<file path="src/rtl/tm1638_pkg.sv">
// Shared definitions for the TM1638 key filter slice.
//   NUM_KEYS     : number of raw key bits delivered by the TM1638 scan driver
//   key_state_e  : per-key debounce FSM states
//   cnt_width()  : counter width needed to hold a count up to a given value
//   max3()       : largest of three parameter values, used to size counters
package tm1638_pkg;

  localparam int unsigned NUM_KEYS = 8;

  typedef enum logic [1:0] {
    IDLE      = 2'd0,
    ARMING    = 2'd1,
    PRESSED   = 2'd2,
    RELEASING = 2'd3
  } key_state_e;

  function automatic int unsigned cnt_width(input int unsigned value);
    int unsigned w;
    if (value < 32'd2) begin
      w = 1;
    end else begin
      w = $clog2(value + 32'd1);
    end
    return w;
  endfunction

  function automatic int unsigned max3(input int unsigned a, input int unsigned b,
                                       input int unsigned c);
    int unsigned m;
    m = a;
    if (b > m) m = b;
    if (c > m) m = c;
    return m;
  endfunction

endpackage

</file>
<file path="src/rtl/tm1638_key_cell.sv">
// One key of the TM1638 key filter: 2-flop input synchroniser, debounce FSM,
// debounce counter and auto-repeat counters.
// Ports:
//   clk         in  system clock (TM1638 driver domain)
//   rst_n       in  asynchronous active-low reset
//   sw_raw      in  raw key bit from the scan driver
//   key_level   out debounced level, 1 = pressed
//   key_press   out 1-cycle pulse on accepted press edge and on each repeat event
//   key_release out 1-cycle pulse on accepted release edge
//   press_edge  out 1-cycle pulse on accepted press edge only (no repeats)
module tm1638_key_cell
  import tm1638_pkg::*;
#(
  parameter int unsigned DEBOUNCE_CYCLES = 50000,
  parameter int unsigned REPEAT_DELAY    = 25000000,
  parameter int unsigned REPEAT_PERIOD   = 5000000
) (
  input  logic clk,
  input  logic rst_n,
  input  logic sw_raw,
  output logic key_level,
  output logic key_press,
  output logic key_release,
  output logic press_edge
);

  localparam int unsigned CW = cnt_width(max3(DEBOUNCE_CYCLES, REPEAT_DELAY, REPEAT_PERIOD));
  localparam bit            REPEAT_EN = (REPEAT_DELAY != 0);
  localparam logic [CW-1:0] DB_LAST   = CW'(DEBOUNCE_CYCLES - 1);
  localparam logic [CW-1:0] REP_SAT   = CW'(REPEAT_DELAY);
  localparam logic [CW-1:0] REP_LAST  = CW'(REPEAT_DELAY - 1);
  localparam logic [CW-1:0] PER_LAST  = CW'(REPEAT_PERIOD - 1);
  localparam logic [CW-1:0] ONE       = CW'(1);

  logic          sync_q1, sync_q2;
  key_state_e    state, state_n;
  logic [CW-1:0] cnt, cnt_n;
  logic [CW-1:0] rep_cnt, rep_n;
  logic [CW-1:0] per_cnt, per_n;
  logic          level_q, level_n;
  logic          press_q, press_n;
  logic          release_q, release_n;
  logic          edge_q, edge_n;

  // Kept even though the driver shares clk: it isolates the FSM from the
  // driver's register timing.
  always_ff @(posedge clk or negedge rst_n) begin
    if (!rst_n) begin
      sync_q1 <= 1'b0;
      sync_q2 <= 1'b0;
    end else begin
      sync_q1 <= sw_raw;
      sync_q2 <= sync_q1;
    end
  end

  always_ff @(posedge clk or negedge rst_n) begin
    if (!rst_n) begin
      state     <= IDLE;
      cnt       <= '0;
      rep_cnt   <= '0;
      per_cnt   <= '0;
      level_q   <= 1'b0;
      press_q   <= 1'b0;
      release_q <= 1'b0;
      edge_q    <= 1'b0;
    end else begin
      state     <= state_n;
      cnt       <= cnt_n;
      rep_cnt   <= rep_n;
      per_cnt   <= per_n;
      level_q   <= level_n;
      press_q   <= press_n;
      release_q <= release_n;
      edge_q    <= edge_n;
    end
  end

  always_comb begin
    state_n   = state;
    cnt_n     = cnt;
    rep_n     = rep_cnt;
    per_n     = per_cnt;
    level_n   = level_q;
    press_n   = 1'b0;
    release_n = 1'b0;
    edge_n    = 1'b0;
    unique case (state)
      IDLE: begin
        if (sync_q2) begin
          state_n = ARMING;
          cnt_n   = ONE;
        end
      end
      ARMING: begin
        if (!sync_q2) begin
          state_n = IDLE;
          cnt_n   = '0;
        end else if (cnt == DB_LAST) begin
          state_n = PRESSED;
          cnt_n   = '0;
          level_n = 1'b1;
          press_n = 1'b1;
          edge_n  = 1'b1;
          rep_n   = '0;
          per_n   = '0;
        end else begin
          cnt_n = cnt + ONE;
        end
      end
      PRESSED: begin
        if (!sync_q2) begin
          state_n = RELEASING;
          cnt_n   = ONE;
        end else if (REPEAT_EN) begin
          // rep_cnt counts up to REPEAT_DELAY and parks there; once parked,
          // per_cnt alone paces the later repeat pulses.
          if (rep_cnt < REP_SAT) begin
            rep_n = rep_cnt + ONE;
            if (rep_cnt == REP_LAST) begin
              press_n = 1'b1;
              per_n   = '0;
            end
          end else if (per_cnt == PER_LAST) begin
            press_n = 1'b1;
            per_n   = '0;
          end else begin
            per_n = per_cnt + ONE;
          end
        end
      end
      RELEASING: begin
        // Repeat counters are frozen here so a release bounce resumes the
        // repeat phase where it left off.
        if (sync_q2) begin
          state_n = PRESSED;
          cnt_n   = '0;
        end else if (cnt == DB_LAST) begin
          state_n   = IDLE;
          cnt_n     = '0;
          level_n   = 1'b0;
          release_n = 1'b1;
        end else begin
          cnt_n = cnt + ONE;
        end
      end
      default: begin
        state_n = IDLE;
        cnt_n   = '0;
      end
    endcase
  end

  assign key_level   = level_q;
  assign key_press   = press_q;
  assign key_release = release_q;
  assign press_edge  = edge_q;

endmodule

</file>
<file path="src/rtl/tm1638_key_filter.sv">
// TM1638 key filter: turns the eight raw scan bits into debounced levels,
// press/release pulses and auto-repeat press pulses, one key cell per bit.
// Optional feature macro: TM1638_KEY_TOGGLE_EN builds per-key toggle latches
// that invert on every debounced press edge; otherwise key_toggle is 0.
// Ports:
//   clk         in   system clock, same clk as the TM1638 driver
//   rst_n       in   asynchronous active-low reset
//   sw_raw      in   raw key bits, bit i = sw<i>
//   key_level   out  debounced key state, 1 = pressed
//   key_press   out  1-cycle pulse per accepted press edge and repeat event
//   key_release out  1-cycle pulse per accepted release edge
//   key_toggle  out  per-key toggle latch (0 unless the macro is defined)
//   any_key     out  OR of key_level
module tm1638_key_filter
  import tm1638_pkg::*;
#(
  parameter int unsigned DEBOUNCE_CYCLES = 50000,
  parameter int unsigned REPEAT_DELAY    = 25000000,
  parameter int unsigned REPEAT_PERIOD   = 5000000
) (
  input  logic                clk,
  input  logic                rst_n,
  input  logic [NUM_KEYS-1:0] sw_raw,
  output logic [NUM_KEYS-1:0] key_level,
  output logic [NUM_KEYS-1:0] key_press,
  output logic [NUM_KEYS-1:0] key_release,
  output logic [NUM_KEYS-1:0] key_toggle,
  output logic                any_key
);

  logic [NUM_KEYS-1:0] press_edge;

  for (genvar i = 0; i < NUM_KEYS; i++) begin : g_key
    tm1638_key_cell #(
      .DEBOUNCE_CYCLES(DEBOUNCE_CYCLES),
      .REPEAT_DELAY   (REPEAT_DELAY),
      .REPEAT_PERIOD  (REPEAT_PERIOD)
    ) u_cell (
      .clk        (clk),
      .rst_n      (rst_n),
      .sw_raw     (sw_raw[i]),
      .key_level  (key_level[i]),
      .key_press  (key_press[i]),
      .key_release(key_release[i]),
      .press_edge (press_edge[i])
    );
  end

  assign any_key = |key_level;

`ifdef TM1638_KEY_TOGGLE_EN
  logic [NUM_KEYS-1:0] toggle_q;

  // press_edge excludes repeat pulses, so holding a key never re-toggles it.
  always_ff @(posedge clk or negedge rst_n) begin
    if (!rst_n) begin
      toggle_q <= '0;
    end else begin
      toggle_q <= toggle_q ^ press_edge;
    end
  end

  assign key_toggle = toggle_q;
`else
  logic unused_press_edge;

  assign unused_press_edge = ^press_edge;
  assign key_toggle        = '0;
`endif

endmodule

</file>
<file path="config.mk">
export PLATFORM = sky130hd
export DESIGN_NAME = tm1638_key_filter
export DESIGN_NICKNAME = d
export VERILOG_FILES = /design/src/rtl/tm1638_pkg.sv /design/src/rtl/tm1638_key_cell.sv /design/src/rtl/tm1638_key_filter.sv
export SDC_FILE = /design/constraint.sdc
export NUM_CORES = 2
export LEC_CHECK = 0
export ABC_AREA = 1
export BUFFER_PORTS_ARGS = -buffer_cell sky130_fd_sc_hd__buf_2
export CORE_MARGIN = 10
export CORE_UTILIZATION = 40
export DETAILED_ROUTE_END_ITERATION = 8
export GPL_ROUTABILITY_DRIVEN = 0
export GPL_TIMING_DRIVEN = 1
export PLACE_DENSITY = 0.58
export SKIP_CTS_REPAIR_TIMING = 1
export SYNTH_ARGS = -nofsm -noshare
export SYNTH_HDL_FRONTEND = slang
export SYNTH_HIERARCHICAL = 1
export SYNTH_SLANG_ARGS = --single-unit
</file>
<file path="constraint.sdc">
create_clock -name clk -period 2.1 [get_ports clk]
set_input_delay 0.105 -clock clk [delete_from_list [all_inputs] [get_ports clk]]
set_output_delay 0.105 -clock clk [all_outputs]
set_load 0.01 [all_outputs]
</file>
After elaboration in Yosys (flattened, before gate mapping). Index checks and enable logic that the tools add are counted.

Add/sub/neg operators: 24. $lt $le $gt $ge: 8. Equal/unequal tests: 136. Mux-type cells: 296. Reduce and logical (&&, ||, !) cells: 65.

Operator list (count): $mux 25 (104); $pmux 25 s2 (16); $pmux 25 s4 (8); $add 25x1->25 const B (24); $eq 25x16->1 const B (8); $eq 25x23->1 const B (8); $eq 25x25->1 const B (8); $lt 25x25->1 const B (8); $reduce_and 5->1 (24); $mux 1 (96); $mux 2 (48); $ne 2x1->1 const B (48); $pmux 2 s4 (8); $ne 3x3->1 const B (16); $eq 2x2->1 const B (16); $ne 2x2->1 const B (16); $pmux 1 s2 (16); $reduce_and 4->1 (8); $reduce_bool 2->1 (16); $ne 3x1->1 const B (8); $eq 2x1->1 const B (8); $logic_not 2->1 (8); $reduce_and 2->1 (8); $reduce_or 8->1 (1).

Register bits: 656. Input port bits: 10. Output and inout bits: 33. Word-level logic and storage cells: 601.

Longest topological paths before layout.
Word-level depth: 5. Gate-level depth with buffers: 13. Gate-level depth less buffers: 12.

Cells and area by module. Netlist, hierarchy kept.

Modules (own cells, without submodules): tm1638_key_cell at g_key[0].u_cell ... (times used 6, cells an instance 853, area each 5703.0 um^2, sequential area each 2077.0 um^2); tm1638_key_cell at g_key[7].u_cell (times used 1, cells an instance 845, area each 5676.7 um^2, sequential area each 2077.0 um^2); tm1638_key_cell at g_key[3].u_cell (times used 1, cells an instance 837, area each 5594.1 um^2, sequential area each 2077.0 um^2); tm1638_key_filter (times used 1, cells an instance 24, area each 120.1 um^2, sequential area each 0.0 um^2).

Least setup slack after synthesis. No wires, ideal clock.

Path type: flip-flop to flip-flop. From: register g_key[7].u_cell.state[0]. To: register g_key[7].u_cell.rep_cnt[13]. Setup time: 0.120 ns. Data arrival time: 1.734 ns. Required time: 1.980 ns. Setup slack: 0.246 ns. Cell stages (with the launch flop): 12. Path buffers: 3. Period minus slack after synthesis: 1.854 ns. Cells stage by stage: dfrtp_1 inv_1 ha_1 buf_2 nand2_1 or2_2 nand2_4 nand2_4 buf_6 buf_8 nand2_2 o21ai_2.

Longest elaborated chain between the ends: 3. Elaborated cells between the ends (all ways): 9. Those cells by class: eq/ne (6); mux (1); reduce/logical (2).

Ends and longest elaborated chain: start, declared (RTL line tm1638_key_cell.sv:36) `key_state_e state, state_n;`; start signal, assigned (RTL line tm1638_key_cell.sv:68) `state <= state_n;`; $eq 2x2->1 or $eq 2x1->1 (tied branches) (RTL line tm1638_key_cell.sv:88) `unique case (state)`; $ne 2x1->1 (no line) or $reduce_bool 2->1 (tied branches); $reduce_and 5->1 (no line); end signal, assigned (RTL line tm1638_key_cell.sv:70) `rep_cnt <= rep_n;`; end, declared (RTL line tm1638_key_cell.sv:38) `logic [CW-1:0] rep_cnt, rep_n;`.

Parallel ways exist; a longest one is shown, timed or not. A chain may end at the register's enable or synchronous reset.

Worst setup path after layout.
From: register g_key[7].u_cell.level_q. To: output port any_key.

Longest elaborated chain between the ends: 1.

Ends and longest elaborated chain: start, declared (RTL line tm1638_key_cell.sv:40) `logic level_q, level_n;`; start signal, assigned (RTL line tm1638_key_cell.sv:72) `level_q <= level_n;`; $reduce_or 8->1 (RTL line tm1638_key_filter.sv:49) `assign any_key = |key_level;`; end, declared (RTL line tm1638_key_filter.sv:28) `output logic any_key`.

Every way passes these cells.

==> results.md <==
* Tcrit/Tclk final at 0.9435
* HPWL Detailed at approximately 84000 um
* Top-level I/O count at 43
* Detailed Routing Iterations Pass 1 at 6
* CTS H-tree lvls at 3
* Share of layout cells above drive strength 1 at 0.09537
* Part of the power in the clock network at 0.415
* Top Layer Used: met5
* Critical path's top delay family: simple AND/OR/NAND/NOR gates
* FF-to-FF End: g_key[7].u_cell/cnt[24]
* Largest net degree at the start of global routing at between 80 and 90
* R2r setup slk at roughly 0.14 ns
* Max_slew headroom at 0.6216
* Final hold vios at 0
* Critical R2R Launch: g_key[7].u_cell/state[0]
* Max VDD drop at about 550 uV
* CP max stage delay at 0.47 ns
* Die area at between 100000 and 150000 um^2
* Post-Synthesis Cells at ~6800
* CP endpoint: any_key
* Worst EP arrival at 1.88 ns
* Final ANT Viol Nets at 0
* Initial antenna violation count at 1
* DIE WIDTH at around 360 um
* Site Rows at approximately 120
* Fin. max-slew vios at 0
* Crit Path Class: flop to output pin
* Mapped cell area at around 45000 um^2
* Root Buffer Master: clkbuf_16
* Flop pwr share at 0.372
* Comb power frac at 0.213
* Yosys warnings at 6
* Buf/Inv on CP at 2
* Met2 WL at approximately 52000 um
* Clock Path Buffers at 3
* Critical path endpoint category: output pin
* Status: completed
* Levels on crit path at 5
* Drt drc at 0
* Switch share at 0.3231
* Pleak at about 0.022 uW
* Cell-internal power at 24520 uW
* Initial core utilization at 0.4034
* CP Launch Type: flop
* Synth Area per Inst at between 6 and 7 um^2
* Final setup viols at 0
* RSZ-0062 raised after global routing: true
* TritonCTS clock tree: built
* Clk_skew at between 0.02 and 0.025 ns
* Core Area at roughly 110000 um^2
* Routed via count at 42610
* Die Ht at between 300 and 400 um
* CP Cell Sequence: inv_1 -> nand2_1 -> nor2_1 -> nand2_1 -> buf_2
* Core Util, Final at 0.4551
* P per Cell Area at a little over 700 nW/um^2
* Slowest cell on crit path: dfrtp_1
* Clk Latency, worst-skew pair at roughly 0.65 ns
* Most frequent cell on the critical path: nand2_1
* R2r worst-path depth at 10
* Critical path startpoint: g_key[7].u_cell/key_level
* Sw power at 11710 uW
* Hold WC Path Type: primary input to flop
* Period minus WS final at around 2.0 ns
* Iter 0 DRT Violations at about 3100
* # diodes at 0
* Num CTS Buffers at between 80 and 90
* Number of global-route vias before repair at roughly 41000
* Required time of the critical path at ~2 ns
* Nets at ~7000
* First-pass GRT wire length at roughly 200000 um
* DR vias/cell at between 4 and 5
* Per-cell routed wire length at between 10 and 15 um
* Grt total ovfl at 0
* Gr usage total at 0.1809
* Met3 wire len at around 5000 um
* Port buffer count at 34
* Clk pin slew, worst setup/hold paths at approximately 0.060 ns
* Wl on met1 at ~57000 um
* Max Cap Violations at 0
* Area grow syn2layout at 12.83%
* Crit Path Max Fanout at 3
* Clock sinks at ~660
* Setup TNS at 0 ns
* FMAX at roughly 500 MHz
* Final WL at between 100000 and 150000 um
* Worst Tran Pin Value at roughly 0.56 ns
[cell type report]
cell class	count	area (um^2)
Clock buffer	125	2572
Tap cell	1500	1877
Clock inverter	24	320.3
Timing Repair Buffer	223	1884
Multi-Input combinational cell	5300	25430
Fill cell	11520	61300
Sequential cell	656	16420
Inverter	708	2695
[power by group through the flow]
| stage | combinational [uW] | clock, uW | sequential, uW |
|---|---|---|---|
| floorplan | 5200 | 0 | 13600 |
| global placement | 7390 | 0 | 13700 |
| CTS | 7480 | 15600 | 13500 |
| detailed placement | 7440 | 0 | 13700 |
| finish | 7730 | 15000 | 13500 |
| global route | 8690 | 16100 | 13500 |
[per-stage QoR]
| step | total power, uW | setup WS [ns] | cells | instance area (um^2) | hold WS [ns] |
|---|---|---|---|---|---|
| 2_1_floorplan | 18800 | 0.2461 | 6815 | 45400 | -0.1906 |
| 3_3_place_gp | 21050 | 0.1392 | 8368 | 47890 | 0.04515 |
| 3_5_place_dp | 21130 | 0.08829 | 8368 | 47890 | 0.04789 |
| 4_1_cts | 36540 | 0.07240 | 8517 | 50780 | -0.6640 |
| 5_1_grt | 38320 | -0.03798 | 8536 | 51200 | 0.07143 |
| 6_report | 36230 | 0.1187 | 8536 | 51200 | 0.1025 |
[metal layers]
layer / vias up / global-route usage
li1: 22030 / -
met1: 19680 / 0.2542
met2: 775 / 0.2938
met3: 124 / 0.02617
met4: 2 / 0.03762
met5: - / 0
[how the worst min path moves through the flow]
stage	startpoint	to	slack, ns	cells past startpoint
2_1_floorplan	rst_n	asynchronous set/reset pin	-0.19	0
3_3_place_gp	rst_n	g_key[7].u_cell/cnt[23]	0.05	1
3_5_place_dp	rst_n	g_key[7].u_cell/cnt[12]	0.05	1
4_1_cts	rst_n	g_key[6].u_cell/per_cnt[20]	-0.66	1
5_1_grt	sw_raw[2]	g_key[2].u_cell/sync_q1	0.07	2
6_report	sw_raw[7]	g_key[7].u_cell/sync_q1	0.10	2
[cell usage in the layout (no fill, tap or decap), types with 9 or more instances in the layout]
| cell | n |
|---|---|
| nor3_1 | 179 |
| o22ai_1 | 14 |
| nor2_4 | 20 |
| buf_12 | 18 |
| nand3b_1 | 20 |
| inv_2 | 25 |
| nand2_2 | 40 |
| nor4_1 | 14 |
| xnor2_1 | 52 |
| buf_2 | 33 |
| nand3_2 | 30 |
| nand4_1 | 163 |
| o21ai_0 | 166 |
| dfrtp_1 | 652 |
| nand2_1 | 2078 |
| dlygate4sd3_1 | 9 |
| clkbuf_1 | 15 |
| clkinv_1 | 10 |
| nand3_4 | 9 |
| inv_1 | 661 |
| or2_2 | 22 |
| nor2_2 | 35 |
| o21ai_1 | 81 |
| clkinvlp_4 | 11 |
| nand3_1 | 709 |
| clkbuf_8 | 21 |
| clkbuf_16 | 89 |
| ha_1 | 53 |
| nand2_4 | 37 |
| o21ai_2 | 59 |
| xor2_1 | 183 |
| buf_4 | 153 |
| nor2_1 | 1170 |
| a21o_1 | 18 |
| a21oi_1 | 64 |
[registers in the layout, indices dropped and copies added (netlist names), named ones only]
signal,cells
g_key.u_cell/cnt,200
g_key.u_cell/key_level,8
g_key.u_cell/key_press,8
g_key.u_cell/key_release,8
g_key.u_cell/per_cnt,200
g_key.u_cell/rep_cnt,200
g_key.u_cell/state,8
g_key.u_cell/sync_q1,8
g_key.u_cell/sync_q2,8
Note: power is estimated with default switching activity, not from simulation.
